**config.mk**
```make
export PLATFORM = sky130hd
export DESIGN_NAME = sreg_bank
export DESIGN_NICKNAME = d
export VERILOG_FILES = /design/src/rtl/sreg_bank_pkg.sv /design/src/rtl/sreg_bank_chan.sv /design/src/rtl/sreg_bank.sv
export SDC_FILE = /design/constraint.sdc
export NUM_CORES = 1
export LEC_CHECK = 0
export BUFFER_PORTS_ARGS = -buffer_cell sky130_fd_sc_hd__buf_4
export CORE_ASPECT_RATIO = 0.5
export CORE_MARGIN = 2
export CORE_UTILIZATION = 25
export CTS_CLUSTER_DIAMETER = 40
export DETAILED_ROUTE_END_ITERATION = 10
export PLACE_DENSITY = 0.49
export SYNTH_ARGS = -nofsm -noshare
export SYNTH_HDL_FRONTEND = slang
export SYNTH_SLANG_ARGS = --single-unit
```
**constraint.sdc**
```tcl
create_clock -name clk_i -period 2.1 [get_ports clk_i]
set_clock_uncertainty 0.1 [all_clocks]
set_input_delay 0.42 -clock clk_i [delete_from_list [all_inputs] [get_ports clk_i]]
set_output_delay 0.42 -clock clk_i [all_outputs]
set_load 0.03 [all_outputs]
```
**src/rtl/sreg_bank_pkg.sv**
```systemverilog
// Shared types and helpers for the sreg_bank threshold register block.
// Imported by the channel slice and the Wishbone front end.
package sreg_bank_pkg;

    localparam int WB_DW    = 32;
    localparam int N_CH_DEF = 4;
    localparam int LO_W_DEF = 16;

    typedef enum logic [1:0] {
        IDLE    = 2'd0,
        RD_WAIT = 2'd1,
        RESP    = 2'd2
    } rd_state_t;

    // True when byte lane k lies wholly inside the RW storage field.
    function automatic logic byte_in_lo(input int k, input int lo_w);
        return ((k + 1) * 8) <= lo_w;
    endfunction

endpackage

```
**src/rtl/sreg_bank_chan.sv**
```systemverilog
// One channel slice: RW storage with byte merge, wire-field write hold
// and the per-channel write/read strobes.
module sreg_bank_chan
    import sreg_bank_pkg::*;
#(
    parameter int LO_W = LO_W_DEF
) (
    input  logic                    clk_i,
    input  logic                    rst_n_i,
    input  logic                    i_we,
    input  logic [3:0]              i_sel,
    input  logic [WB_DW-1:0]        i_dat,
    input  logic                    i_rd_req,
    output logic [LO_W-1:0]         o_lo,
    output logic [WB_DW-LO_W-1:0]   o_hi,
    output logic                    o_wr,
    output logic                    o_rd
);

    localparam int HI_W = WB_DW - LO_W;
    localparam int LO_B = LO_W / 8;

    logic              r_lpend;
    logic [LO_B-1:0]   r_lsel;
    logic [LO_W-1:0]   r_ldat;
    logic [LO_W-1:0]   r_lo;
    logic [HI_W-1:0]   r_hi;
    logic              r_wr;
    logic              r_rd;
    logic [LO_W-1:0]   w_lo_nxt;
    logic [HI_W-1:0]   w_hi_nxt;
    logic [3:0]        w_hisel;

    // Lo bytes merge from the registered request, hi bytes from the live bus.
    for (genvar k = 0; k < 4; k++) begin : g_byte
        if (byte_in_lo(k, LO_W)) begin : g_lo
            assign w_lo_nxt[k*8 +: 8] = r_lsel[k] ? r_ldat[k*8 +: 8]
                                                  : r_lo[k*8 +: 8];
            assign w_hisel[k] = 1'b0;
        end else begin : g_hi
            assign w_hi_nxt[k*8-LO_W +: 8] = i_sel[k] ? i_dat[k*8 +: 8]
                                                      : r_hi[k*8-LO_W +: 8];
            assign w_hisel[k] = i_sel[k];
        end
    end

    always_ff @(posedge clk_i or negedge rst_n_i) begin
        if (!rst_n_i) begin
            r_lpend <= 1'b0;
            r_lsel  <= '0;
            r_ldat  <= '0;
            r_lo    <= '0;
            r_hi    <= '0;
            r_wr    <= 1'b0;
            r_rd    <= 1'b0;
        end else begin
            r_lpend <= i_we;
            r_wr    <= i_we & (|w_hisel);
            r_rd    <= i_rd_req;
            if (i_we) begin
                r_lsel <= i_sel[LO_B-1:0];
                r_ldat <= i_dat[LO_W-1:0];
                r_hi   <= w_hi_nxt;
            end
            if (r_lpend) begin
                r_lo <= w_lo_nxt;
            end
        end
    end

    assign o_lo = r_lo;
    assign o_hi = r_hi;
    assign o_wr = r_wr;
    assign o_rd = r_rd;

endmodule

```
**src/rtl/sreg_bank.sv**
```systemverilog
// Pipelined Wishbone slave holding N_CH channel threshold words, with an
// optional external read handshake and timeout on the wire fields.
module sreg_bank
    import sreg_bank_pkg::*;
#(
    parameter int N_CH    = N_CH_DEF,
    parameter int LO_W    = LO_W_DEF,
    parameter int ADR_W   = 6,
    parameter int EXT_RD  = 0,
    parameter int TIMEOUT = 15
) (
    input  logic                       clk_i,
    input  logic                       rst_n_i,
    input  logic                       wb_cyc_i,
    input  logic                       wb_stb_i,
    input  logic                       wb_we_i,
    input  logic [ADR_W-1:0]           wb_adr_i,
    input  logic [3:0]                 wb_sel_i,
    input  logic [WB_DW-1:0]           wb_dat_i,
    output logic                       wb_ack_o,
    output logic                       wb_err_o,
    output logic                       wb_rty_o,
    output logic                       wb_stall_o,
    output logic [WB_DW-1:0]           wb_dat_o,
    output logic [N_CH*LO_W-1:0]       thr_lo_o,
    input  logic [N_CH*(WB_DW-LO_W)-1:0] thr_hi_i,
    output logic [N_CH*(WB_DW-LO_W)-1:0] thr_hi_o,
    output logic [N_CH-1:0]            thr_wr_o,
    output logic [N_CH-1:0]            thr_rd_o,
    input  logic [N_CH-1:0]            thr_rack_i
);

    localparam int HI_W  = WB_DW - LO_W;
    localparam int IDX_W = ADR_W - 2;

    rd_state_t         r_state;
    rd_state_t         w_state_nxt;
    logic              r_wip;
    logic [IDX_W-1:0]  r_widx;
    logic [IDX_W-1:0]  r_ridx;
    logic [7:0]        r_cnt;
    logic              r_ack;
    logic              r_err;
    logic [WB_DW-1:0]  r_dat;

    logic              w_en;
    logic              w_busy;
    logic              w_acc;
    logic              w_acc_rd;
    logic              w_acc_wr;
    logic [IDX_W-1:0]  w_idx;
    logic              w_inrng;
    logic              w_widx_ok;
    logic [N_CH-1:0]   w_we_ch;
    logic [N_CH-1:0]   w_rd_ch;
    logic [WB_DW-1:0]  w_rd_word;
    logic [WB_DW-1:0]  w_ext_word;
    logic              w_rack;
    logic              w_fsm_ack;
    logic              w_fsm_err;
    logic              w_cnt_inc;
    logic              w_unused;

    assign w_idx     = wb_adr_i[ADR_W-1:2];
    assign w_unused  = &{1'b0, wb_adr_i[1:0]};
    assign w_inrng   = 32'(w_idx) < N_CH;
    assign w_widx_ok = 32'(r_widx) < N_CH;

    // Busy spans the whole transaction including its response cycle, so a
    // request still held by the master during ack/err is not taken twice.
    assign w_en     = wb_cyc_i & wb_stb_i;
    assign w_busy   = r_wip | r_ack | r_err | (r_state != IDLE);
    assign w_acc    = w_en & ~w_busy;
    assign w_acc_rd = w_acc & ~wb_we_i;
    assign w_acc_wr = w_acc & wb_we_i;

    assign wb_stall_o = w_en & ~(r_ack | r_err);
    assign wb_rty_o   = 1'b0;
    assign wb_ack_o   = r_ack;
    assign wb_err_o   = r_err;
    assign wb_dat_o   = r_dat;

    always_comb begin
        w_we_ch    = '0;
        w_rd_ch    = '0;
        w_rd_word  = '0;
        w_ext_word = '0;
        w_rack     = 1'b0;
        for (int c = 0; c < N_CH; c++) begin
            if (32'(w_idx) == c) begin
                w_we_ch[c] = w_acc_wr;
                w_rd_ch[c] = w_acc_rd & (EXT_RD != 0);
                w_rd_word  = {thr_hi_i[c*HI_W +: HI_W],
                              thr_lo_o[c*LO_W +: LO_W]};
            end
            if (32'(r_ridx) == c) begin
                w_rack     = thr_rack_i[c];
                w_ext_word = {thr_hi_i[c*HI_W +: HI_W],
                              thr_lo_o[c*LO_W +: LO_W]};
            end
        end
    end

    always_comb begin
        w_state_nxt = r_state;
        w_fsm_ack   = 1'b0;
        w_fsm_err   = 1'b0;
        w_cnt_inc   = 1'b0;
        unique case (r_state)
            IDLE: begin
                if ((EXT_RD != 0) && w_acc_rd && w_inrng) begin
                    w_state_nxt = RD_WAIT;
                end
            end
            RD_WAIT: begin
                if (w_rack) begin
                    w_state_nxt = RESP;
                    w_fsm_ack   = 1'b1;
                end else if (r_cnt == 8'(TIMEOUT)) begin
                    w_state_nxt = RESP;
                    w_fsm_err   = 1'b1;
                end else begin
                    w_cnt_inc = 1'b1;
                end
            end
            RESP: begin
                w_state_nxt = IDLE;
            end
            default: begin
                w_state_nxt = IDLE;
            end
        endcase
    end

    always_ff @(posedge clk_i or negedge rst_n_i) begin
        if (!rst_n_i) begin
            r_state <= IDLE;
            r_ridx  <= '0;
            r_cnt   <= '0;
            r_wip   <= 1'b0;
            r_widx  <= '0;
        end else begin
            r_state <= w_state_nxt;
            r_wip   <= w_acc_wr;
            if (w_acc_rd) begin
                r_ridx <= w_idx;
            end
            if (w_acc_wr) begin
                r_widx <= w_idx;
            end
            if (r_state != RD_WAIT) begin
                r_cnt <= '0;
            end else if (w_cnt_inc) begin
                r_cnt <= r_cnt + 8'd1;
            end
        end
    end

    // At most one of these sources fires per cycle: one transaction at a time.
    always_ff @(posedge clk_i or negedge rst_n_i) begin
        if (!rst_n_i) begin
            r_ack <= 1'b0;
            r_err <= 1'b0;
            r_dat <= '0;
        end else begin
            r_ack <= 1'b0;
            r_err <= 1'b0;
            if (w_acc_rd) begin
                if (!w_inrng) begin
                    r_err <= 1'b1;
                    r_dat <= '0;
                end else if (EXT_RD == 0) begin
                    r_ack <= 1'b1;
                    r_dat <= w_rd_word;
                end
            end
            if (r_wip) begin
                r_ack <= w_widx_ok;
                r_err <= ~w_widx_ok;
                r_dat <= '0;
            end
            if (w_fsm_ack) begin
                r_ack <= 1'b1;
                r_dat <= w_ext_word;
            end
            if (w_fsm_err) begin
                r_err <= 1'b1;
                r_dat <= '0;
            end
        end
    end

    for (genvar c = 0; c < N_CH; c++) begin : g_chan
        sreg_bank_chan #(
            .LO_W (LO_W)
        ) u_chan (
            .clk_i    (clk_i),
            .rst_n_i  (rst_n_i),
            .i_we     (w_we_ch[c]),
            .i_sel    (wb_sel_i),
            .i_dat    (wb_dat_i),
            .i_rd_req (w_rd_ch[c]),
            .o_lo     (thr_lo_o[c*LO_W +: LO_W]),
            .o_hi     (thr_hi_o[c*HI_W +: HI_W]),
            .o_wr     (thr_wr_o[c]),
            .o_rd     (thr_rd_o[c])
        );
    end

endmodule
```
==> results.py <==
metrics = {
    "timing": {
        "min_period_ns": 2.03,
        "worst_slew_pin_slew_ns": 0.540,
        "drv_slew": 0,
        "timing.hold.ws_ns": 0.0264,
        "rsz0062_at_grt": "true",
        "final-setup-viol-count": 0,
        "max-slew-margin-rel_pct": 63.9,
        "setup_ws_ns": 0.0652,
        "finalHoldViolations": 0,
        "fin_crit_sh_pct": 96.9,
        "fmaxAchievable_ghz": 0.491,
    },
    "final_layout": {
        "syn2layout_area_growth_pct": 42.3,
        "drive_above_1_share_pct": 64.1,
        "multi_input_area_sq_um": 3770,
        "nNetsFinal": 1049,
        "n_fill_cell": 3765,
        "ff_latch_area_sq_um": 6130,
        "diodes": 0,
        "final_util_pct": 36.5,
    },
    "logic_synthesis": {
        "synth.avg_cell_area_sq_um": 16.9,
        "synth_cell_types": 28,
        "async_flop_share_pct": 100,
        "synth_warnings": 0,
        "ys_seq_area_share_pct": 60.7,
        "synthCells": 596,
        "synth-edff-count": 0,
        "ys.flop_type": "dfrtp_1",
        "netlist_area_sq_um": 10100,
        "ys_ff_latch": 245,
    },
    "cts": {
        "cts_tree": "built",
        "path_clk_slew_ns": 0.06,
        "cts_buffers": 29,
        "cts_sinks": 245,
        "clk_latency_ns": 0.57,
        "h-tree-depth": 1,
        "root_buffer": "clkbuf_16",
        "cts_max_path_buffers": 3,
    },
    "worst_setup_path": {
        "reg2regPathDepth": 5,
        "critPathCaptureType": "primary output",
        "worstPathMaxFanout": 2,
        "crit_required_ns": 1.58,
        "startpoint_type": "flip-flop",
        "crit_arrival_ns": 1.51,
        "worstSetupPathType": "flip-flop to primary output",
    },
    "floorplanning": {
        "rows": 51,
        "initial_core_util_pct": 25.7,
        "pin_count": 287,
        "coreArea_sq_um": 39400,
        "die_y_microns": 146,
        "dieWidth_microns": 288,
        "dieArea_sq_um": 42100,
    },
    "power_and_ir_drop": {
        "finalPower_w": 0.0118,
        "irDropWorstVdd_v": 0.000474,
        "leakage_nw": 7.24,
        "power.density_nw_per_um2": 821,
    },
    "job": {
        "drv_cap": 0,
    },
    "global_route": {
        "antenna_found_initial": 0,
        "gr-total-overflow": 0,
        "grt_pass1_wl_microns": 44500,
        "grtUsageTotal_pct": 13.7,
        "grt_pass1_vias": 7094,
        "grt_max_degree": 52,
    },
    "outcome": {
        "status": "completed",
    },
    "placed_design": {
        "dpl_worst_slack_ns": -0.168,
        "hpwl_microns": 20900,
        "gp_congestion": 0.837,
        "portBuffers": 275,
    },
    "route": {
        "ant_nets": 0,
        "dr.pass1.iters": 5,
        "highest_layer": "met4",
        "via_per_inst": 4.44,
        "drt_iter0_drc": 258,
        "wire_per_inst_microns": 19.8,
        "dr_wl_met3_microns": 888,
        "route.met2.wl_microns": 15300,
        "drt-met1-wl_microns": 12500,
        "via_count": 6595,
        "wirelength_microns": 29400,
        "drc": 0,
    },
    "worst_hold_path": {
        "hp-class": "input port to flip-flop",
        "hold_depth": 2,
    },
}
sequential cells by signal, summed over array words and instances, names as in the netlist, 2 cells and up:
signal                 flops
g_chan.u_chan.o_hi        64
g_chan.u_chan.o_lo        64
g_chan.u_chan.r_ldat      64
wb_dat_o                  32
g_chan.u_chan.r_lsel       8
g_chan.u_chan.o_wr         4
g_chan.u_chan.r_lpend      4
r_widx                     2
cell type report:
| cell class | instances | area share, % |
|---|---|---|
| Clock buffer | 37 | 5.54 |
| Clock inverter | 15 | 1.44 |
| Inverter | 8 | 0.235 |
| Multi-Input combinational cell | 312 | 26.2 |
| Sequential cell | 245 | 42.7 |
| Tap cell | 530 | 4.61 |
| Timing Repair Buffer | 338 | 19.3 |
stage by stage:
step / instance area (sq um) / TNS, ns / cells
5_1_grt: 14400 / -0.0130 / 1485
6_report: 14400 / 0 / 1485
3_3_place_gp: 13100 / -13.24 / 1402
3_5_place_dp: 13100 / -14.19 / 1402
2_1_floorplan: 10200 / -4.81 / 600
4_1_cts: 14400 / 0 / 1485
power breakdown:
| part | switching [W] | total (W) | internal [W] |
|---|---|---|---|
| combinational | 0.000691 | 0.00139 | 0.000699 |
| sequential | 0.000165 | 0.00520 | 0.00503 |
| clock | 0.00203 | 0.00521 | 0.00318 |
| total | 0.00289 | 0.0118 | 0.00891 |
cell usage after synthesis (all sizes together), types with 5 or more instances:
master  number  area share (%)
dfrtp      245              61
mux2       202              24
a32o        32             3.2
mux4        32             7.1
buf         19             1.7
clkbuf      16            0.59
nand2        9            0.33
nor3         8            0.79
inv          7            0.26
nor2         5            0.19
or4          5            0.41
cells in the final DEF (no fill, tap or decap), drive strengths merged, types with 2 or more instances in the layout:
cell	instances
inv	7
dlygate4sd3	27
clkbuf	37
clkinvlp	3
a32o	32
o21ai	2
clkinv	9
dfrtp	245
or4	5
or4b	2
bufinv	4
nor2	5
nand3b	2
buf	311
mux2	202
conb	5
nor3	8
mux4	32
nand4bb	2
nand2	9
repair_timing:
action / CTS / global route
pin swaps: 1 / 0
endpoints found under the hold margin: 147 / 0
buffers inserted: 4 / 0
hold buffers: 27 / 0
gates resized for setup: 3 / 0
endpoints found under the setup margin: 1 / 1
final timing paths:
path,startpoint,endpoint,slack (ns)
max,wb_ack_o,wb_stall_o,0.07
min,wb_dat_i[1],g_chan[3].u_chan.r_ldat[1],0.03
max reg2reg,wb_ack_o,g_chan[3].u_chan.r_ldat[14],0.09
min reg2reg,r_widx[2],wb_ack_o,0.38
max in group asynchronous,rst_n_i,wb_dat_o[25],0.92
min in group asynchronous,rst_n_i,g_chan[3].u_chan.r_ldat[7],0.26
critical path, stage by stage (launching register included):
cell and delay (ns):
dfrtp_1 0.37, nand4bb_4 0.24, buf_8 0.14, clkinvlp_4 0.07, buf_6 0.13
kinds of logic (layout without fill, tap and decap cells):
family | Yosys count | in the layout | share of synthesized area (%)
multiplexers | 234 | 234 | 30.7
AO/OA/AOI/OAI | 36 | 36 | 3.43
AND/OR/NAND/NOR | 37 | 37 | 2.60
other | 1 | 5 | 0.0371
flip-flops | 245 | 245 | 60.7
buffers and inverters | 43 | 398 | 2.56
per-layer routing:
| metal | global-route usage (%) | vias up |
|---|---|---|
| met4 | 3.60 | 0 |
| met5 | 0 | - |
| met2 | 24.0 | 125 |
| li1 | - | 2918 |
| met1 | 17.4 | 3511 |
| met3 | 2.30 | 41 |
No activity file was read; power rests on OpenSTA's default activity.
